File: config.mk
export PLATFORM = sky130hd
export DESIGN_NAME = ldst_mem_bridge_flat
export DESIGN_NICKNAME = d
export VERILOG_FILES = /design/src/rtl/ldst_mem_bridge_pkg.sv /design/src/rtl/ldst_mem_bridge_if.sv /design/src/rtl/ldst_store_buffer.sv /design/src/rtl/ldst_mem_bridge.sv /design/src/flat_wrapper.sv
export SDC_FILE = /design/constraint.sdc
export NUM_CORES = 1
export LEC_CHECK = 0
export CORE_MARGIN = 10
export CORE_UTILIZATION = 45
export CTS_BUF_LIST = sky130_fd_sc_hd__clkbuf_16
export CTS_CLUSTER_SIZE = 14
export DETAILED_ROUTE_END_ITERATION = 7
export PLACE_DENSITY = 0.84
export SYNTH_ARGS = -nofsm -noshare
export SYNTH_HDL_FRONTEND = slang
export SYNTH_SLANG_ARGS = --single-unit
export TNS_END_PERCENT = 5
File: constraint.sdc
create_clock -name clk -period 2.9 [get_ports clk]
set_input_delay 0.58 -clock clk [delete_from_list [all_inputs] [get_ports clk]]
set_output_delay 0.58 -clock clk [all_outputs]
set_load 0.02 [all_outputs]
File: src/rtl/ldst_mem_bridge_pkg.sv
// rtl/ldst_mem_bridge_pkg.sv - shared widths and FSM encoding for the load/store memory bridge
package ldst_mem_bridge_pkg;

  localparam int ADDR_W = 16;
  localparam int OPR_W  = 32;

  typedef enum logic [1:0] {
    ST_IDLE  = 2'd0,
    ST_DRAIN = 2'd1,
    ST_LOAD  = 2'd2,
    ST_RESP  = 2'd3
  } state_t;

endpackage

File: src/rtl/ldst_mem_bridge_if.sv
// rtl/ldst_mem_bridge_if.sv - core load/store port and data-memory port bundle
interface ldst_mem_bridge_if
  import ldst_mem_bridge_pkg::*;
#(
  parameter int ADDR  = ADDR_W,
  parameter int W_OPR = OPR_W
);

  logic             core_req_i;
  logic             core_write_i;
  logic [ADDR-1:0]  core_addr_i;
  logic [W_OPR-1:0] core_data_i;
  logic [W_OPR-1:0] core_data_o;
  logic             stall_o;
  logic             mem_req_o;
  logic             mem_we_o;
  logic [ADDR-1:0]  mem_addr_o;
  logic [W_OPR-1:0] mem_wdata_o;
  logic [W_OPR-1:0] mem_rdata_i;
  logic             mem_ack_i;
  logic             idle_o;
  logic             err_o;

  modport slave (
    input  core_req_i, core_write_i, core_addr_i, core_data_i, mem_rdata_i, mem_ack_i,
    output core_data_o, stall_o, mem_req_o, mem_we_o, mem_addr_o, mem_wdata_o, idle_o, err_o
  );

  modport master (
    output core_req_i, core_write_i, core_addr_i, core_data_i, mem_rdata_i, mem_ack_i,
    input  core_data_o, stall_o, mem_req_o, mem_we_o, mem_addr_o, mem_wdata_o, idle_o, err_o
  );

endinterface

File: src/rtl/ldst_store_buffer.sv
// rtl/ldst_store_buffer.sv - one-entry posted-store buffer with load forwarding
module ldst_store_buffer
  import ldst_mem_bridge_pkg::*;
#(
  parameter int ADDR  = ADDR_W,
  parameter int W_OPR = OPR_W
) (
  input  logic             clk,
  input  logic             reset,
  input  logic             capture,
  input  logic             clear,
  input  logic             lookup,
  input  logic [ADDR-1:0]  req_addr,
  input  logic [W_OPR-1:0] req_data,
  output logic             valid,
  output logic [ADDR-1:0]  addr,
  output logic [W_OPR-1:0] data,
  output logic             hit,
  output logic [W_OPR-1:0] fwd_data
);

  always_ff @(posedge clk or negedge reset) begin
    if (!reset) begin
      valid <= 1'b0;
      addr  <= '0;
      data  <= '0;
    end else if (capture) begin
      valid <= 1'b1;
      addr  <= req_addr;
      data  <= req_data;
    end else if (clear) begin
      valid <= 1'b0;
    end
  end

  assign hit      = lookup & valid & (req_addr == addr);
  assign fwd_data = hit ? data : '0;

endmodule

File: src/rtl/ldst_mem_bridge.sv
// rtl/ldst_mem_bridge.sv - data-side bridge from core load/store port to a req/ack data memory
module ldst_mem_bridge
  import ldst_mem_bridge_pkg::*;
#(
  parameter int ADDR    = ADDR_W,
  parameter int W_OPR   = OPR_W,
  parameter int TIMEOUT = 255
) (
  input  logic             clk,
  input  logic             reset,
  ldst_mem_bridge_if.slave bus
);

  localparam int CNT_W = $clog2(TIMEOUT + 1);

  state_t           state, state_n;
  logic [CNT_W-1:0] cnt;
  logic [W_OPR-1:0] rdata_q;
  logic             err_q;
  logic             mem_req_q, mem_we_q;
  logic [ADDR-1:0]  mem_addr_q;
  logic [W_OPR-1:0] mem_wdata_q;

  logic             wb_valid, hit, capture, clear, busy, expire, done, stall;
  logic [ADDR-1:0]  wb_addr;
  logic [W_OPR-1:0] wb_data, fwd_data;
  logic             is_load, is_store;

  assign is_load  = bus.core_req_i & ~bus.core_write_i;
  assign is_store = bus.core_req_i &  bus.core_write_i;
  assign busy     = (state == ST_DRAIN) | (state == ST_LOAD);
  // An ack on the final counted cycle still wins over the timeout.
  assign expire   = busy & ~bus.mem_ack_i & (cnt == CNT_W'(TIMEOUT - 1));
  assign done     = busy & (bus.mem_ack_i | expire);
  assign capture  = (state == ST_IDLE) & is_store & ~wb_valid;
  assign clear    = (state == ST_DRAIN) & done;

  ldst_store_buffer #(.ADDR(ADDR), .W_OPR(W_OPR)) u_wb (
    .clk      (clk),
    .reset    (reset),
    .capture  (capture),
    .clear    (clear),
    .lookup   (is_load & ((state == ST_IDLE) | (state == ST_DRAIN))),
    .req_addr (bus.core_addr_i),
    .req_data (bus.core_data_i),
    .valid    (wb_valid),
    .addr     (wb_addr),
    .data     (wb_data),
    .hit      (hit),
    .fwd_data (fwd_data)
  );

  always_comb begin
    state_n = state;
    stall   = 1'b0;
    case (state)
      ST_IDLE: begin
        stall = (is_store & wb_valid) | (is_load & ~hit);
        if (wb_valid | capture)  state_n = ST_DRAIN;
        else if (is_load & ~hit) state_n = ST_LOAD;
      end
      ST_DRAIN: begin
        stall = bus.core_req_i & ~hit;
        if (done) state_n = ST_IDLE;
      end
      ST_LOAD: begin
        stall = 1'b1;
        if (done) state_n = ST_RESP;
      end
      default: state_n = ST_IDLE;
    endcase
  end

  always_ff @(posedge clk or negedge reset) begin
    if (!reset) begin
      state       <= ST_IDLE;
      cnt         <= '0;
      rdata_q     <= '0;
      err_q       <= 1'b0;
      mem_req_q   <= 1'b0;
      mem_we_q    <= 1'b0;
      mem_addr_q  <= '0;
      mem_wdata_q <= '0;
    end else begin
      state <= state_n;
      cnt   <= (busy && state_n == state) ? cnt + CNT_W'(1) : '0;
      if (state == ST_LOAD && done)
        rdata_q <= bus.mem_ack_i ? bus.mem_rdata_i : '0;
      if (expire)
        err_q <= 1'b1;
      mem_req_q <= (state_n == ST_DRAIN) | (state_n == ST_LOAD);
      mem_we_q  <= (state_n == ST_DRAIN);
      if (state_n == ST_DRAIN) begin
        mem_addr_q  <= capture ? bus.core_addr_i : wb_addr;
        mem_wdata_q <= capture ? bus.core_data_i : wb_data;
      end else if (state_n == ST_LOAD) begin
        mem_addr_q  <= bus.core_addr_i;
        mem_wdata_q <= '0;
      end else begin
        mem_addr_q  <= '0;
        mem_wdata_q <= '0;
      end
    end
  end

  assign bus.core_data_o = (state == ST_RESP) ? rdata_q : fwd_data;
  assign bus.stall_o     = stall;
  assign bus.mem_req_o   = mem_req_q;
  assign bus.mem_we_o    = mem_we_q;
  assign bus.mem_addr_o  = mem_addr_q;
  assign bus.mem_wdata_o = mem_wdata_q;
  assign bus.idle_o      = (state == ST_IDLE) & ~wb_valid;
  assign bus.err_o       = err_q;

endmodule

File: src/flat_wrapper.sv
// flat-port wrapper written by rule: the top's interface ports become plain ports
module ldst_mem_bridge_flat import ldst_mem_bridge_pkg::*;
#(
  parameter int ADDR    = ADDR_W,
  parameter int W_OPR   = OPR_W,
  parameter int TIMEOUT = 255
)
  (clk, reset, bus_core_req_i, bus_core_write_i, bus_core_addr_i, bus_core_data_i, bus_mem_rdata_i, bus_mem_ack_i, bus_core_data_o, bus_stall_o, bus_mem_req_o, bus_mem_we_o, bus_mem_addr_o, bus_mem_wdata_o, bus_idle_o, bus_err_o);
  ldst_mem_bridge_if #(.ADDR(ADDR), .W_OPR(W_OPR)) bus_i ();
  input  logic clk;
  input  logic reset;
  input wire logic [$bits(bus_i.core_req_i)-1:0] bus_core_req_i;
  input wire logic [$bits(bus_i.core_write_i)-1:0] bus_core_write_i;
  input wire logic [$bits(bus_i.core_addr_i)-1:0] bus_core_addr_i;
  input wire logic [$bits(bus_i.core_data_i)-1:0] bus_core_data_i;
  input wire logic [$bits(bus_i.mem_rdata_i)-1:0] bus_mem_rdata_i;
  input wire logic [$bits(bus_i.mem_ack_i)-1:0] bus_mem_ack_i;
  output wire logic [$bits(bus_i.core_data_o)-1:0] bus_core_data_o;
  output wire logic [$bits(bus_i.stall_o)-1:0] bus_stall_o;
  output wire logic [$bits(bus_i.mem_req_o)-1:0] bus_mem_req_o;
  output wire logic [$bits(bus_i.mem_we_o)-1:0] bus_mem_we_o;
  output wire logic [$bits(bus_i.mem_addr_o)-1:0] bus_mem_addr_o;
  output wire logic [$bits(bus_i.mem_wdata_o)-1:0] bus_mem_wdata_o;
  output wire logic [$bits(bus_i.idle_o)-1:0] bus_idle_o;
  output wire logic [$bits(bus_i.err_o)-1:0] bus_err_o;
  assign bus_i.core_req_i = bus_core_req_i;
  assign bus_i.core_write_i = bus_core_write_i;
  assign bus_i.core_addr_i = bus_core_addr_i;
  assign bus_i.core_data_i = bus_core_data_i;
  assign bus_i.mem_rdata_i = bus_mem_rdata_i;
  assign bus_i.mem_ack_i = bus_mem_ack_i;
  assign bus_core_data_o = bus_i.core_data_o;
  assign bus_stall_o = bus_i.stall_o;
  assign bus_mem_req_o = bus_i.mem_req_o;
  assign bus_mem_we_o = bus_i.mem_we_o;
  assign bus_mem_addr_o = bus_i.mem_addr_o;
  assign bus_mem_wdata_o = bus_i.mem_wdata_o;
  assign bus_idle_o = bus_i.idle_o;
  assign bus_err_o = bus_i.err_o;
  ldst_mem_bridge #(.ADDR(ADDR), .W_OPR(W_OPR), .TIMEOUT(TIMEOUT)) u_core (.clk(clk), .reset(reset), .bus(bus_i));
endmodule
# Yosys cells after proc, flatten, opt, wreduce, memory -nomap -nowiden
# Index checks and enable logic that the tools add are counted.
# op_classes
mux,17
n_reduce_logical,4
bitwise_logic,25
n_eq_ne,8
add_sub_neg,1
# ops
op,n
32-bit 2-to-1 mux,5
16-bit 2-to-1 mux,3
16-bit equality test,1
1-bit AND,15
8-bit by 1-bit adder with 8-bit output (second input constant),1
8-bit equality test (second input constant),1
2-bit 2-to-1 mux,4
8-bit 2-to-1 mux,1
2-bit equality test (second input constant),3
1-bit bitwise OR,6
2-bit case mux with 3 select lines,1
2-bit by 1-bit equality test with 1-bit output (second input constant),2
1-bit inverter,4
1-bit case mux with 3 select lines,1
2-bit equality test,1
1-bit logical AND,2
2-bit logical NOT,1
1-bit 2-to-1 mux,2
2-bit nonzero test,1
# totals
inputBits,85
ff_bits,142

# Logic depth before layout (Yosys ltp)
# logic_depth
depth_word,13
ltp_mapped,12
ltp_nobuf,10

# Hierarchy
# Synthesis repeated with hierarchy kept, for this count alone.
# unflattened
cells_unflattened,620
hier_area_um2,6980.4
# by_module_without_submodules
module,seq_area_each_um2,cells_per_inst,n_inst,area_each_um2
ldst_mem_bridge,2327.2,455,1,4724.5
ldst_store_buffer,1226.2,165,1,2255.9

# Worst setup path before layout
# Ideal clock, no wire load.
# synth_path
kind,input to output
start,input port bus_core_addr_i[8]
end,output port bus_core_data_o[0]
arrival_ns,2.072
cell_stages,4
setup_slack_ns,0.248
path_cell_list,xor2_1 nor4_1 nand3_2 o41ai_1
# synth_between
elab_chain_cells,4
# synth_lines
element,line,rtl
start: declaration,flat_wrapper.sv:14,input wire logic [$bits(bus_i.core_addr_i)-1:0] bus_core_addr_i;
16-bit equality test,ldst_store_buffer.sv:36,assign hit = lookup & valid & (req_addr == addr);
1-bit AND,ldst_store_buffer.sv:36,
32-bit 2-to-1 mux,ldst_store_buffer.sv:37,assign fwd_data = hit ? data : '0;
32-bit 2-to-1 mux,ldst_mem_bridge.sv:106,assign bus.core_data_o = (state == ST_RESP) ? rdata_q : fwd_data;
end: declaration,flat_wrapper.sv:18,output wire logic [$bits(bus_i.core_data_o)-1:0] bus_core_data_o;
# Every way passes these cells.

# Worst setup path after layout
# layout_path
start,input port bus_core_write_i
end,output port bus_core_data_o[16]
# layout_between
elab_chain_cells,7
# layout_lines
element,line,rtl
start: declaration,flat_wrapper.sv:13,input wire logic [$bits(bus_i.core_write_i)-1:0] bus_core_write_i;
1-bit inverter,ldst_mem_bridge.sv:29,assign is_load = bus.core_req_i & ~bus.core_write_i;
1-bit AND,ldst_mem_bridge.sv:29,
1-bit AND,ldst_mem_bridge.sv:43,".lookup (is_load & ((state == ST_IDLE) | (state == ST_DRAIN))),"
1-bit AND (2 in series),ldst_store_buffer.sv:36,
32-bit 2-to-1 mux,ldst_store_buffer.sv:37,
32-bit 2-to-1 mux,ldst_mem_bridge.sv:106,
# Every way passes these cells.

==> flow_summary.json <==
{
  "result_of_the_run": "complete, but fails checks",
  "failing_checks": "setup timing",
  "grt_setup_unrepaired": "yes",
  "setup.worst_path.start": "bus_core_write_i",
  "dpl_cell_area_sq_mm": 0.008925,
  "synth_top_cell_by_area": "sky130_fd_sc_hd__dfrtp_1",
  "io_buffer_count": 169,
  "cts_buffers": 17,
  "design.die.area_sq_mm": 0.02034,
  "netSwitchingPower_uw": 3460,
  "synth_cells": 582,
  "first_pass_iters": 7,
  "initial_core_util_pct": 46.21,
  "p_seq_share_pct": 35.3,
  "final_layout_size_suffix_gt1_share_pct": 27.47,
  "critical_path_class": "in -> out",
  "grt_antenna_before_repair": 1,
  "die_x_microns": 142.6,
  "routed_wirelength_microns": 20190,
  "maxCapViolations": 0,
  "routabilityCongestion": 0.8736,
  "power.share.combinational_pct": 43.6,
  "post_synth_num_cell_types": 47,
  "rr_startpoint": "u_core.state[0]",
  "total_design_power_uw": 9357,
  "multiInputGateArea_sq_mm": 0.002888,
  "slew_viol_final": 0,
  "drcViolationCount": 0,
  "critical-path-slowest-cell": "sky130_fd_sc_hd__clkdlybuf4s50_1",
  "core_area_sq_mm": 0.01464,
  "grt_start_max_net_pins": 76,
  "rows": 44,
  "hold_path.class": "in -> async",
  "cp-endpoint": "bus_core_data_o[16]",
  "ys_seq_area_share_pct": 52.51,
  "fillerInstances": 1080,
  "critical_path.cell_chain": "clkdlybuf4s50_1 > nand2b_4 > nor3b_4 > nand2_8 > buf_16 > o41ai_4 > buf_4",
  "ff2ff_setup_slack_ps": 260,
  "synth.net_count": 676,
  "drt.antenna.violating_nets": 0,
  "finish.net_count": 883,
  "cp_max_fo": 9,
  "max-clock-path-buffers": 2,
  "fin_area_sq_mm": 0.009697,
  "clock_sink_total": 142,
  "fp.dieH_microns": 142.6,
  "power.static_leakage_uw": 0.004717,
  "max_freq_ghz": 0.3337,
  "syn_area_sq_mm": 0.006768,
  "req_time_crit_path_ps": 2320,
  "synthFlopType": "sky130_fd_sc_hd__dfrtp_1",
  "cp_num_buf_inv": 3,
  "fin_worst_skew_ps": 8.161,
  "detail_route.vias_per_cell": 5.412,
  "timing.critical_path.slowest_cell_delay_ps": 440,
  "setup.worst_path.start_class": "input pin",
  "setup_tns_ps": -350.3,
  "power.switching_fraction_pct": 36.98,
  "cells_taking_the_most_area_after_synthesis": "sky130_fd_sc_hd__dfrtp_1 53%, sky130_fd_sc_hd__o41ai_2 7.2%, sky130_fd_sc_hd__mux2_2 6.3%, sky130_fd_sc_hd__inv_1 4.0%, sky130_fd_sc_hd__nand4_1 3.2%",
  "p_int_uw": 5897,
  "detailroute.via_count": 5336,
  "arrival_ps": 2420,
  "critical_path_cell_count": 7,
  "layout_commonest_cell": "sky130_fd_sc_hd__dfrtp_1",
  "place.detailed.hpwl_microns": 13690,
  "maxSlewHeadroom_pct": 53.26,
  "area_growth_pct": 43.28,
  "synth_area_per_cell_sq_um": 11.63,
  "number_of_drc_markers_in_iteration_0": 406,
  "first_global_vias": 5691,
  "globalRouteTotalUtil_pct": 19.76,
  "synth_largest_type_area_fraction_pct": 52.51,
  "cts_tree": "yes",
  "synth_enable_flop_cells": 0,
  "power.density_cell_area_mw_per_mm2": 965.0,
  "final-seq-area_sq_mm": 0.003553,
  "post_cts_clock_slew_at_the_launch_and_capture_registers_of_the_worst_setup_and_hold_paths_ps": 60,
  "ys_warn_count": 0,
  "finalWorstSetupSlack_ps": -97.14,
  "synth-seq-cells": 142,
  "cts.hold.buffers_added": 0,
  "period_share_pct": 103.3,
  "finalHoldViolCount": 0,
  "worst-r2r-cell-count": 9,
  "peakVddDrop_v": 0.0004469,
  "grt.overflow.total": 0,
  "routed_wire_length_per_instance_microns": 20.47,
  "clock_power_share_pct": 21.1,
  "most-common-layout-cells": "142 x sky130_fd_sc_hd__dfrtp_1, 118 x sky130_fd_sc_hd__clkdlybuf4s50_1, 80 x sky130_fd_sc_hd__buf_4, 70 x sky130_fd_sc_hd__inv_1, 38 x sky130_fd_sc_hd__mux2_2",
  "worst_setup_path_end_kind": "output pin",
  "clk_latency_ps": 420,
  "cts_htree_levels": 4,
  "r2r-end": "u_core.bus.mem_addr_o[8]",
  "final-setup-viol-count": 14,
  "timing.critical_path.max_delay_family": "buffers and inverters",
  "grt_first_pass_wirelength_microns": 31510,
  "worst-slew-pin-transition_ps": 701.2,
  "boundaryPins": 170,
  "clk_root_buffer_cell": "sky130_fd_sc_hd__clkbuf_16",
  "final_period_minus_worst_setup_slack_ps": 2997,
  "asyncSetResetFlopFracSynth_pct": 100.0
}
metrics by stage:
stage                     setup slack, ps  instances  utilization (%)  hold slack (ps)
final                              -97.14        986            66.22            187.2
after detailed placement           -773.2        947            60.95            495.9
after floorplan                     247.8        582                -            284.4
after global routing               -161.0        985            66.20            229.9
after CTS                          -84.75        983            65.25            222.3
after global placement             -758.2        947            60.95            493.8
area by class of cell:
type / count / area share (%)
Timing Repair Buffer: 231 / 22.89
Sequential cell: 142 / 36.65
Inverter: 73 / 2.826
Multi-Input combinational cell: 324 / 29.78
Antenna cell: 1 / 0.02581
Tap cell: 184 / 2.374
Clock inverter: 14 / 1.071
Clock buffer: 17 / 4.387
layer usage:
layer  GRT usage (%)  wire [microns]  vias up
met2           35.01           10810      163
met5               0               0        -
met3           5.506            1102       36
met1           22.11            7776     2693
met4           7.546             495        0
li1                -               -     2444
power groups by stage:
stage	clock network [uW]	logic (uW)	registers (uW)
2_1_floorplan	0	2100	3480
3_5_place_dp	0	3940	3310
3_3_place_gp	0	3790	3250
6_report	1970	4080	3300
5_1_grt	2110	4430	3390
4_1_cts	2000	4010	3290
worst min-delay path by stage:
stage                                      to        startpoint
finish              u_core.bus.mem_wdata_o[5]             reset
detailed placement           u_core.bus.err_o  u_core.bus.err_o
CTS                 u_core.bus.mem_wdata_o[7]             reset
global placement             u_core.bus.err_o  u_core.bus.err_o
floorplan                    u_core.bus.err_o             reset
global route        u_core.bus.mem_wdata_o[9]             reset
state kept, by name, summed over array words and instances (netlist names):
signal / cells
u_core.bus.err_o: 1
u_core.bus.mem_addr_o: 16
u_core.bus.mem_req_o: 1
u_core.bus.mem_wdata_o: 32
u_core.bus.mem_we_o: 1
u_core.cnt: 8
u_core.rdata_q: 32
u_core.state: 2
u_core.u_wb.addr: 16
u_core.u_wb.data: 32
u_core.u_wb.valid: 1
logic make-up after synthesis:
logic type | synth area share, %
compound gates | 14.05
xor+xnor | 2.847
fa+ha+maj | 1.664
buf+inv | 8.393
flops | 52.51
mux | 8.541
simple gates | 12.00
Yosys cell counts (2+ instances only):
cell	n
sky130_fd_sc_hd__nand2b_1	2
sky130_fd_sc_hd__inv_1	72
sky130_fd_sc_hd__nor4_1	12
sky130_fd_sc_hd__and2_1	34
sky130_fd_sc_hd__and3_1	2
sky130_fd_sc_hd__mux2_4	10
sky130_fd_sc_hd__buf_2	5
sky130_fd_sc_hd__mux2_2	38
sky130_fd_sc_hd__dlymetal6s2s_1	4
sky130_fd_sc_hd__a21oi_1	3
sky130_fd_sc_hd__o41ai_2	30
sky130_fd_sc_hd__o21a_1	2
sky130_fd_sc_hd__nand4_1	35
sky130_fd_sc_hd__nor2b_1	4
sky130_fd_sc_hd__o41ai_1	3
sky130_fd_sc_hd__nand3_1	6
sky130_fd_sc_hd__a22o_1	16
sky130_fd_sc_hd__xor2_1	21
sky130_fd_sc_hd__or2_2	2
sky130_fd_sc_hd__buf_6	11
sky130_fd_sc_hd__nor2_1	6
sky130_fd_sc_hd__clkbuf_1	20
sky130_fd_sc_hd__ha_1	9
sky130_fd_sc_hd__o21ai_0	37
sky130_fd_sc_hd__dfrtp_1	142
sky130_fd_sc_hd__nand2_1	35
timing repair:
action	4_1_cts	5_1_grt
pin swaps	17	11
gates cloned	3	0
endpoints found under the setup margin	33	33
resized for setup	213	35
buffers inserted	2	3
(Power assumes the default switching activity.)
